## config.mk

```make
export PLATFORM = sky130hd
export DESIGN_NAME = demux1ton_reg
export DESIGN_NICKNAME = d
export VERILOG_FILES = /design/src/rtl/demux1ton_reg_pkg.sv /design/src/rtl/demux_slot.sv /design/src/rtl/demux1ton_reg.sv
export SDC_FILE = /design/constraint.sdc
export NUM_CORES = 1
export LEC_CHECK = 0
export CAP_MARGIN = 20
export CORE_MARGIN = 2
export CORE_UTILIZATION = 51
export CTS_BUF_LIST = sky130_fd_sc_hd__clkbuf_8
export DETAILED_ROUTE_END_ITERATION = 8
export PLACE_DENSITY = 0.95
export SETUP_SLACK_MARGIN = 0.02
export SYNTH_ARGS = -nofsm -noshare
export SYNTH_HDL_FRONTEND = slang
export SYNTH_HIERARCHICAL = 1
export SYNTH_SLANG_ARGS = --single-unit
```

## constraint.sdc

```tcl
create_clock -name clk -period 3.2 [get_ports clk]
set_clock_uncertainty 0.15 [all_clocks]
set_input_delay 0.48 -clock clk [delete_from_list [all_inputs] [get_ports clk]]
set_output_delay 0.48 -clock clk [all_outputs]
set_load 0.05 [all_outputs]
```

## src/rtl/demux1ton_reg_pkg.sv

```systemverilog
// ============================================================================
// Module   : demux1ton_reg_pkg
// Brief    : Shared channel constants, slot state type and select helper.
// Revision : 1.0 - initial release
// ============================================================================
`default_nettype none

package demux1ton_reg_pkg;

  // The N-to-1 mux path uses the same channel geometry.
  localparam int DEMUX_NCH      = 16;
  localparam int DEMUX_CH_IDX_W = 4;

  typedef enum logic {
    SLOT_EMPTY = 1'b0,
    SLOT_FULL  = 1'b1
  } slot_state_t;

  function automatic logic [DEMUX_NCH-1:0] ch_onehot(input logic [DEMUX_CH_IDX_W-1:0] idx);
    logic [DEMUX_NCH-1:0] v;
    v      = '0;
    v[idx] = 1'b1;
    return v;
  endfunction

endpackage

`default_nettype wire

```

## src/rtl/demux_slot.sv

```systemverilog
// ============================================================================
// Module   : demux_slot
// Brief    : One-word holding slot with valid flag; load wins over drain.
// Revision : 1.0 - initial release
// ============================================================================
`default_nettype none

module demux_slot
  import demux1ton_reg_pkg::*;
#(
  parameter int WIDTH = 8
) (
  input  logic             clk,
  input  logic             rst,
  input  logic             i_load,
  input  logic [WIDTH-1:0] i_data,
  input  logic             i_ready,
  output logic             o_valid,
  output logic [WIDTH-1:0] o_data
);

  slot_state_t      r_state;
  slot_state_t      w_state_nxt;
  logic [WIDTH-1:0] r_data;

  always_ff @(posedge clk) begin
    if (rst) begin
      r_state <= SLOT_EMPTY;
    end else begin
      r_state <= w_state_nxt;
    end
  end

  always_comb begin
    w_state_nxt = r_state;
    case (r_state)
      SLOT_EMPTY: if (i_load) w_state_nxt = SLOT_FULL;
      // A refill in the drain cycle keeps the slot full: no bubble.
      SLOT_FULL:  if (!i_load && i_ready) w_state_nxt = SLOT_EMPTY;
      default:    w_state_nxt = SLOT_EMPTY;
    endcase
  end

  // Data is only written on load, so a drained slot keeps its last word.
  always_ff @(posedge clk) begin
    if (rst) begin
      r_data <= '0;
    end else if (i_load) begin
      r_data <= i_data;
    end
  end

  assign o_valid = (r_state == SLOT_FULL);
  assign o_data  = r_data;

endmodule

`default_nettype wire

```

## src/rtl/demux1ton_reg.sv

```systemverilog
// ============================================================================
// Module   : demux1ton_reg
// Brief    : Registered 1-to-16 demux with per-channel valid/ready slots.
//            Optional broadcast mode under macro DEMUX_BROADCAST_EN.
// Revision : 1.0 - initial release
// ============================================================================
`default_nettype none

module demux1ton_reg
  import demux1ton_reg_pkg::*;
#(
  parameter int Sel_Width = 4,
  parameter int WIDTH     = 8
) (
  input  logic                       clk,
  input  logic                       rst,
  input  logic [WIDTH-1:0]           a,
  input  logic [Sel_Width-1:0]       s,
  input  logic                       a_valid,
`ifdef DEMUX_BROADCAST_EN
  input  logic                       a_bcast,
`endif
  output logic                       a_ready,
  output logic [DEMUX_NCH*WIDTH-1:0] q_flat,
  output logic [DEMUX_NCH-1:0]       q_valid,
  input  logic [DEMUX_NCH-1:0]       q_ready,
  output logic                       err_drop
);

  logic                      w_sel_illegal;
  logic [DEMUX_CH_IDX_W-1:0] w_idx;
  logic [DEMUX_NCH-1:0]      w_slot_open;
  logic                      w_route_ready;
  logic                      w_bcast_ready;
  logic                      w_bcast;
  logic                      w_accept;
  logic [DEMUX_NCH-1:0]      w_load;
  logic                      r_err;

  // Any select bit above the channel index makes the select illegal.
  if (Sel_Width > DEMUX_CH_IDX_W) begin : g_sel_wide
    assign w_sel_illegal = |s[Sel_Width-1:DEMUX_CH_IDX_W];
    assign w_idx         = s[DEMUX_CH_IDX_W-1:0];
  end else if (Sel_Width == DEMUX_CH_IDX_W) begin : g_sel_exact
    assign w_sel_illegal = 1'b0;
    assign w_idx         = s;
  end else begin : g_sel_narrow
    assign w_sel_illegal = 1'b0;
    assign w_idx         = {{(DEMUX_CH_IDX_W-Sel_Width){1'b0}}, s};
  end

`ifdef DEMUX_BROADCAST_EN
  assign w_bcast = a_bcast;
`else
  assign w_bcast = 1'b0;
`endif

  assign w_slot_open   = ~q_valid | q_ready;
  assign w_route_ready = w_sel_illegal | w_slot_open[w_idx];
  assign w_bcast_ready = &w_slot_open;
  assign a_ready       = w_bcast ? w_bcast_ready : w_route_ready;
  assign w_accept      = a_valid & a_ready;

  always_comb begin
    w_load = '0;
    if (w_accept) begin
      if (w_bcast) begin
        w_load = '1;
      end else if (!w_sel_illegal) begin
        w_load = ch_onehot(w_idx);
      end
    end
  end

  always_ff @(posedge clk) begin
    if (rst) begin
      r_err <= 1'b0;
    end else begin
      r_err <= w_accept & w_sel_illegal & ~w_bcast;
    end
  end

  assign err_drop = r_err;

  for (genvar k = 0; k < DEMUX_NCH; k++) begin : g_slot
    demux_slot #(
      .WIDTH (WIDTH)
    ) u_slot (
      .clk     (clk),
      .rst     (rst),
      .i_load  (w_load[k]),
      .i_data  (a),
      .i_ready (q_ready[k]),
      .o_valid (q_valid[k]),
      .o_data  (q_flat[k*WIDTH +: WIDTH])
    );
  end

endmodule

`default_nettype wire

```

* After elaboration in Yosys (flattened, before gate mapping) *
Cells that the tools add are included.

cells by class
  magnitude comparators = 2
  reductions and logical operators = 33
  multiplexer cells = 53
  bitwise gates (word level) = 19

operators by type and width
  operator                                                                       number
  1-bit 2-to-1 mux                                                               34
  1-bit case mux with 2 select lines                                             16
  1-bit logical AND                                                              17
  1-bit logical NOT                                                              16
  16-bit 2-to-1 mux                                                              1
  1-bit inverter                                                                 16
  16-bit inverter                                                                1
  16-bit OR                                                                      1
  4-bit by 5-bit less-than comparator with 1-bit output (second input constant)  1
  1-bit binary-select mux with 4-bit select                                      1
  1-bit demux with 4-bit select                                                  1
  4-bit by 1-bit >= comparator with 1-bit output (second input constant)         1
  1-bit bitwise AND                                                              1

word-level totals
  output and inout port bits = 146
  word-level logic and storage cells = 139
  register bits after elaboration = 144

* Depth between registers and ports, before layout *
Gate-level depths: netlist (run 1).

  word-level depth = 10
  depth in mapped cells = 8
  mapped depth without buffers = 6

* Modules after synthesis *
Netlist (run 1), hierarchy kept.

by module, submodules not included
  module         seq. area each (um^2)  area each (um^2)  cells each  instances
  demux_slot     180.2                  321.6             30          16
  demux1ton_reg  0.0                    356.6             60          1

* Worst setup path after synthesis (run 1) *
OpenSTA, ideal clock, no wires.

  path kind = register -> output
  start point = register g_slot[10].u_slot.r_state
  end point = output a_ready
  path buffers = 0
  path slack = 698 ps
  data required time = 2,570 ps
  stages on the path, launching flop included = 5
  arrival time = 1,872 ps
  cells stage by stage = dfxtp_1 -> nor3b_2 -> o22ai_1 -> a211oi_2 -> nand4_1

on the way
  word-level cells in the longest chain between the ends = 4

RTL lines
  element                                    line                 RTL
  from (decl)                                demux_slot.sv:22     slot_state_t r_state;
  from (signal assigned)                     demux_slot.sv:30     r_state <= w_state_nxt;
  16-bit inverter                            demux1ton_reg.sv:58  assign w_slot_open = ~q_valid | q_ready;
  16-bit OR                                  demux1ton_reg.sv:58
  1-bit binary-select mux with 4-bit select  demux1ton_reg.sv:59  assign w_route_ready = w_sel_illegal | w_slot_open[w_idx];
  1-bit 2-to-1 mux (not written as such)     demux1ton_reg.sv:59
  to (decl)                                  demux1ton_reg.sv:23  output logic a_ready,

No other way between the ends. The select of a mux whose other input is x is not followed.

* Worst setup path in the final report (run 1) *
  start point = input s[0]
  end point = output a_ready

on the way
  word-level cells in the longest chain between the ends = 2

RTL lines
  element                                    line                 RTL
  from (decl)                                demux1ton_reg.sv:18  input logic [Sel_Width-1:0] s,
  1-bit binary-select mux with 4-bit select  demux1ton_reg.sv:59
  1-bit 2-to-1 mux (not written as such)     demux1ton_reg.sv:59

No other way between the ends. The select of a mux whose other input is x is not followed.

==> run_summary.xml, run 1 <==
<?xml version="1.0" encoding="UTF-8"?>
<metrics>
  <group name="cells_and_area">
    <metric name="fin_nets" unit="">749</metric>
    <metric name="antenna_cell_count" unit="">0</metric>
    <metric name="fillerInstances" unit="">771</metric>
    <metric name="most_frequent_standard_cell_in_the_layout_excluding_fill_and_tap_cells" unit="">sky130_fd_sc_hd__clkdlybuf4s50_1</metric>
    <metric name="post_route_cells_drive_above_1_share" unit="">0.0753</metric>
    <metric name="regArea" unit="um2">2880</metric>
    <metric name="area.growth.synth_to_final" unit="%">40.0</metric>
    <metric name="multiInputGateArea" unit="um2">2260</metric>
    <metric name="stdcell_count" unit="">866</metric>
    <metric name="final_core_util" unit="">0.739</metric>
    <metric name="most-common-layout-cells" unit="">173 x sky130_fd_sc_hd__clkdlybuf4s50_1, 145 x sky130_fd_sc_hd__nor2_1, 144 x sky130_fd_sc_hd__dfxtp_1</metric>
  </group>
  <group name="place">
    <metric name="port_buffers" unit="">175</metric>
    <metric name="dp_cells" unit="">835</metric>
    <metric name="hpwl" unit="um">10700</metric>
    <metric name="place_congestion" unit="">0.882</metric>
  </group>
  <group name="timing">
    <metric name="final_period_minus_worst_setup_slack" unit="ps">2930</metric>
    <metric name="final.period_utilization" unit="">0.914</metric>
    <metric name="slew_headroom" unit="">0.407</metric>
    <metric name="worst_hold_slack" unit="ps">343</metric>
    <metric name="rsz0062_at_grt" unit="">false</metric>
    <metric name="final-hold-violation-count" unit="">0</metric>
    <metric name="setup_tns" unit="ps">0</metric>
    <metric name="slew_viol_final" unit="">0</metric>
    <metric name="max_clock_freq" unit="GHz">0.342</metric>
    <metric name="worstMarginPinSlew" unit="ps">886</metric>
    <metric name="setup_viol" unit="">0</metric>
  </group>
  <group name="die">
    <metric name="floorplan.initialDensity" unit="">0.528</metric>
    <metric name="core_area" unit="um2">10400</metric>
    <metric name="floorplan.die_area" unit="um2">11600</metric>
    <metric name="rows" unit="">37</metric>
    <metric name="top_level_i_o_count" unit="">177</metric>
    <metric name="die_w" unit="um">108</metric>
    <metric name="floorplan.die.height" unit="um">108</metric>
  </group>
  <group name="detailed_routing">
    <metric name="drt_first_iter_violations" unit="">276</metric>
    <metric name="detail_route.drc_violations" unit="">0</metric>
    <metric name="route.final.wire_length" unit="um">15600</metric>
    <metric name="post_drt_via_cell_ratio" unit="">5.15</metric>
    <metric name="drt_first_pass_iters" unit="">5</metric>
    <metric name="ant_nets" unit="">0</metric>
    <metric name="post_drt_wl_per_cell" unit="um">18.0</metric>
    <metric name="vias" unit="">4461</metric>
  </group>
  <group name="cts">
    <metric name="cts_buffers" unit="">17</metric>
    <metric name="clockBufferDepth" unit="">2</metric>
    <metric name="cts.root.buffer_cell" unit="">sky130_fd_sc_hd__clkbuf_8</metric>
    <metric name="cts_hold_buffers" unit="">0</metric>
    <metric name="cts_tree" unit="">done</metric>
    <metric name="clock_sinks" unit="">144</metric>
    <metric name="cts.repair.resized" unit="">0</metric>
    <metric name="worst_setup_hold_path_clk_slew" unit="ps">80</metric>
    <metric name="post_cts_buffers" unit="">0</metric>
    <metric name="ctsHtreeMaxLevel" unit="">4</metric>
    <metric name="insertion_delay" unit="ps">430</metric>
  </group>
  <group name="power_and_ir_drop">
    <metric name="p_sw_frac" unit="">0.255</metric>
    <metric name="leakagePower" unit="nW">2.65</metric>
    <metric name="cell_internal_pwr" unit="W">0.00273</metric>
    <metric name="p_per_area" unit="nW/um2">477</metric>
    <metric name="power.share.combinational" unit="">0.098</metric>
    <metric name="power_switching" unit="W">0.000938</metric>
    <metric name="p_clk_frac" unit="">0.403</metric>
    <metric name="vdd_ir_drop_max" unit="mV">0.334</metric>
    <metric name="power.share.sequential" unit="">0.499</metric>
  </group>
  <group name="global_routing">
    <metric name="first_global_vias" unit="">4466</metric>
    <metric name="initial_antenna_violation_count" unit="">0</metric>
    <metric name="grt_usage" unit="">0.272</metric>
    <metric name="first_pass_grt_wire_length" unit="um">24000</metric>
    <metric name="globalRouteOverflowTotal" unit="">0</metric>
    <metric name="largest_net_degree_at_the_start_of_global_routing" unit="">77</metric>
  </group>
  <group name="yosys">
    <metric name="mappedNetlistArea" unit="um2">5500</metric>
    <metric name="syn_area_per_cell" unit="um2">10.2</metric>
    <metric name="sequential_fraction_of_the_synthesis_area" unit="">0.524</metric>
    <metric name="synth.lib_cells_used.distinct" unit="">28</metric>
    <metric name="post_synth_inst_count" unit="">540</metric>
    <metric name="mappedNetlistNets" unit="">571</metric>
    <metric name="ys_ff_latch" unit="">144</metric>
    <metric name="number_of_warnings_printed_during_yosys_synthesis" unit="">6</metric>
  </group>
  <group name="setup_path">
    <metric name="cp-start-kind" unit="">input pin</metric>
    <metric name="path_class" unit="">in -&gt; out</metric>
    <metric name="timing.critical_path.to_type" unit="">output port</metric>
    <metric name="crit-reg2reg-launch" unit="">g_slot[7].u_slot/o_valid$_SDFF_PP0_</metric>
    <metric name="critical_path_arrival" unit="ps">2300</metric>
    <metric name="worstPathRequired" unit="ps">2570</metric>
    <metric name="critical_r2r_capture" unit="">g_slot[7].u_slot/o_data[7]$_SDFFE_PP0P_</metric>
    <metric name="reg2reg_depth" unit="">7</metric>
    <metric name="critPathMaxFanout" unit="">9</metric>
    <metric name="r2r_setup_slack" unit="ps">1240</metric>
  </group>
  <group name="worst_hold_path">
    <metric name="worst_hold_launch" unit="">g_slot[5].u_slot/o_valid$_SDFF_PP0_</metric>
    <metric name="hold_path_depth" unit="">2</metric>
    <metric name="worstHoldEndpoint" unit="">g_slot[5].u_slot/o_valid$_SDFF_PP0_</metric>
    <metric name="min-delay-path-class" unit="">reg -&gt; reg</metric>
  </group>
  <group name="run">
    <metric name="cap_violations" unit="">0</metric>
  </group>
  <group name="run_status">
    <metric name="status" unit="">complete, no violations</metric>
  </group>
</metrics>
critical path, stage by stage:
cell and delay (ps):
sky130_fd_sc_hd__clkdlybuf4s50_1 590, sky130_fd_sc_hd__nor3b_2 290, sky130_fd_sc_hd__o22ai_1 120, sky130_fd_sc_hd__a211oi_2 380
sky130_fd_sc_hd__nand4_1 220, sky130_fd_sc_hd__buf_12 200
power groups by stage:
stage / registers, W / clock network [W] / logic (W)
CTS: 0.00183 / 0.00150 / 0.000362
detailed placement: 0.00187 / 0 / 0.000359
finish: 0.00183 / 0.00148 / 0.000362
global placement: 0.00187 / 0 / 0.000351
floorplan: 0.00196 / 0 / 0.000122
global route: 0.00183 / 0.00157 / 0.000380
metal layers:
metal	routed length (um)	up-vias	track usage
li1	-	2130	-
met1	6130	2119	0.312
met2	7820	183	0.470
met3	1360	29	0.103
met4	250	0	0.0833
met5	0	-	0
area by class of cell:
class	instances	share of cell area
multi-input combinational	341	0.293
inverter	20	0.00975
sequential	144	0.374
tap	136	0.0221
clock inverter	13	0.0211
clock buffer	18	0.0322
timing repair buffer	194	0.247
per-stage QoR:
stage	total power, W	setup slack [ps]	cell area (um2)
floorplan	0.00208	698	5500
global placement	0.00222	403	7290
CTS	0.00370	308	7700
detailed placement	0.00223	307	7290
finish	0.00367	274	7700
global route	0.00379	190	7700
registers in the layout, summed over array words and instances, names as in the netlist:
register	flops
g_slot.u_slot/o_data	128
g_slot.u_slot/o_valid	16
synthesized netlist by cell type:
cell,instances,area (um2)
sky130_fd_sc_hd__buf_4,1,7.51
sky130_fd_sc_hd__nor3b_2,2,25.0
sky130_fd_sc_hd__nand3_1,2,10.0
sky130_fd_sc_hd__a31oi_1,1,6.26
sky130_fd_sc_hd__dfxtp_1,144,2880
sky130_fd_sc_hd__and3b_1,2,17.5
sky130_fd_sc_hd__nand2_1,4,15.0
sky130_fd_sc_hd__o22ai_1,1,6.26
sky130_fd_sc_hd__nand4_1,2,12.5
sky130_fd_sc_hd__or3b_1,1,8.76
sky130_fd_sc_hd__clkbuf_2,16,80.1
sky130_fd_sc_hd__conb_1,1,3.75
sky130_fd_sc_hd__inv_1,20,75.1
sky130_fd_sc_hd__a21oi_1,16,80.1
sky130_fd_sc_hd__nand2b_1,16,100
sky130_fd_sc_hd__buf_6,17,191
sky130_fd_sc_hd__a311oi_1,1,8.76
sky130_fd_sc_hd__o211ai_2,1,12.5
sky130_fd_sc_hd__a211oi_2,1,12.5
sky130_fd_sc_hd__o21ai_0,2,10.0
sky130_fd_sc_hd__nor3_1,2,10.0
sky130_fd_sc_hd__mux2i_1,128,1280
sky130_fd_sc_hd__buf_2,1,5.00
sky130_fd_sc_hd__nor3b_1,2,15.0
sky130_fd_sc_hd__nor2_1,145,544
sky130_fd_sc_hd__nand3b_1,6,45.0
sky130_fd_sc_hd__o32a_1,1,10.0
sky130_fd_sc_hd__nor2b_1,4,25.0
cells by family (layout without fill, tap and decap cells):
group / after synthesis / in the layout / share of synthesized area
buf+inv: 55 / 245 / 0.0653
compound gates: 24 / 24 / 0.0266
simple gates: 188 / 188 / 0.151
flops: 144 / 144 / 0.524
other cells: 1 / 1 / 0.000682
mux: 128 / 128 / 0.233
how the worst max path moves through the flow:
stage,start,end,slack (ps)
global placement,s[0],a_ready,400
finish,s[0],a_ready,270
floorplan,g_slot[10].u_slot/o_valid$_SDFF_PP0_,a_ready,700
CTS,s[0],a_ready,310
detailed placement,s[0],a_ready,310
global route,s[0],a_ready,190
(Power assumes the default switching activity.)
==> run 2: changes to the inputs <==
- CTS_CLUSTER_DIAMETER: default -> 50
==> results of run 2 <==
Same layout as run 1: the final DEF is identical, and so are final timing and power.
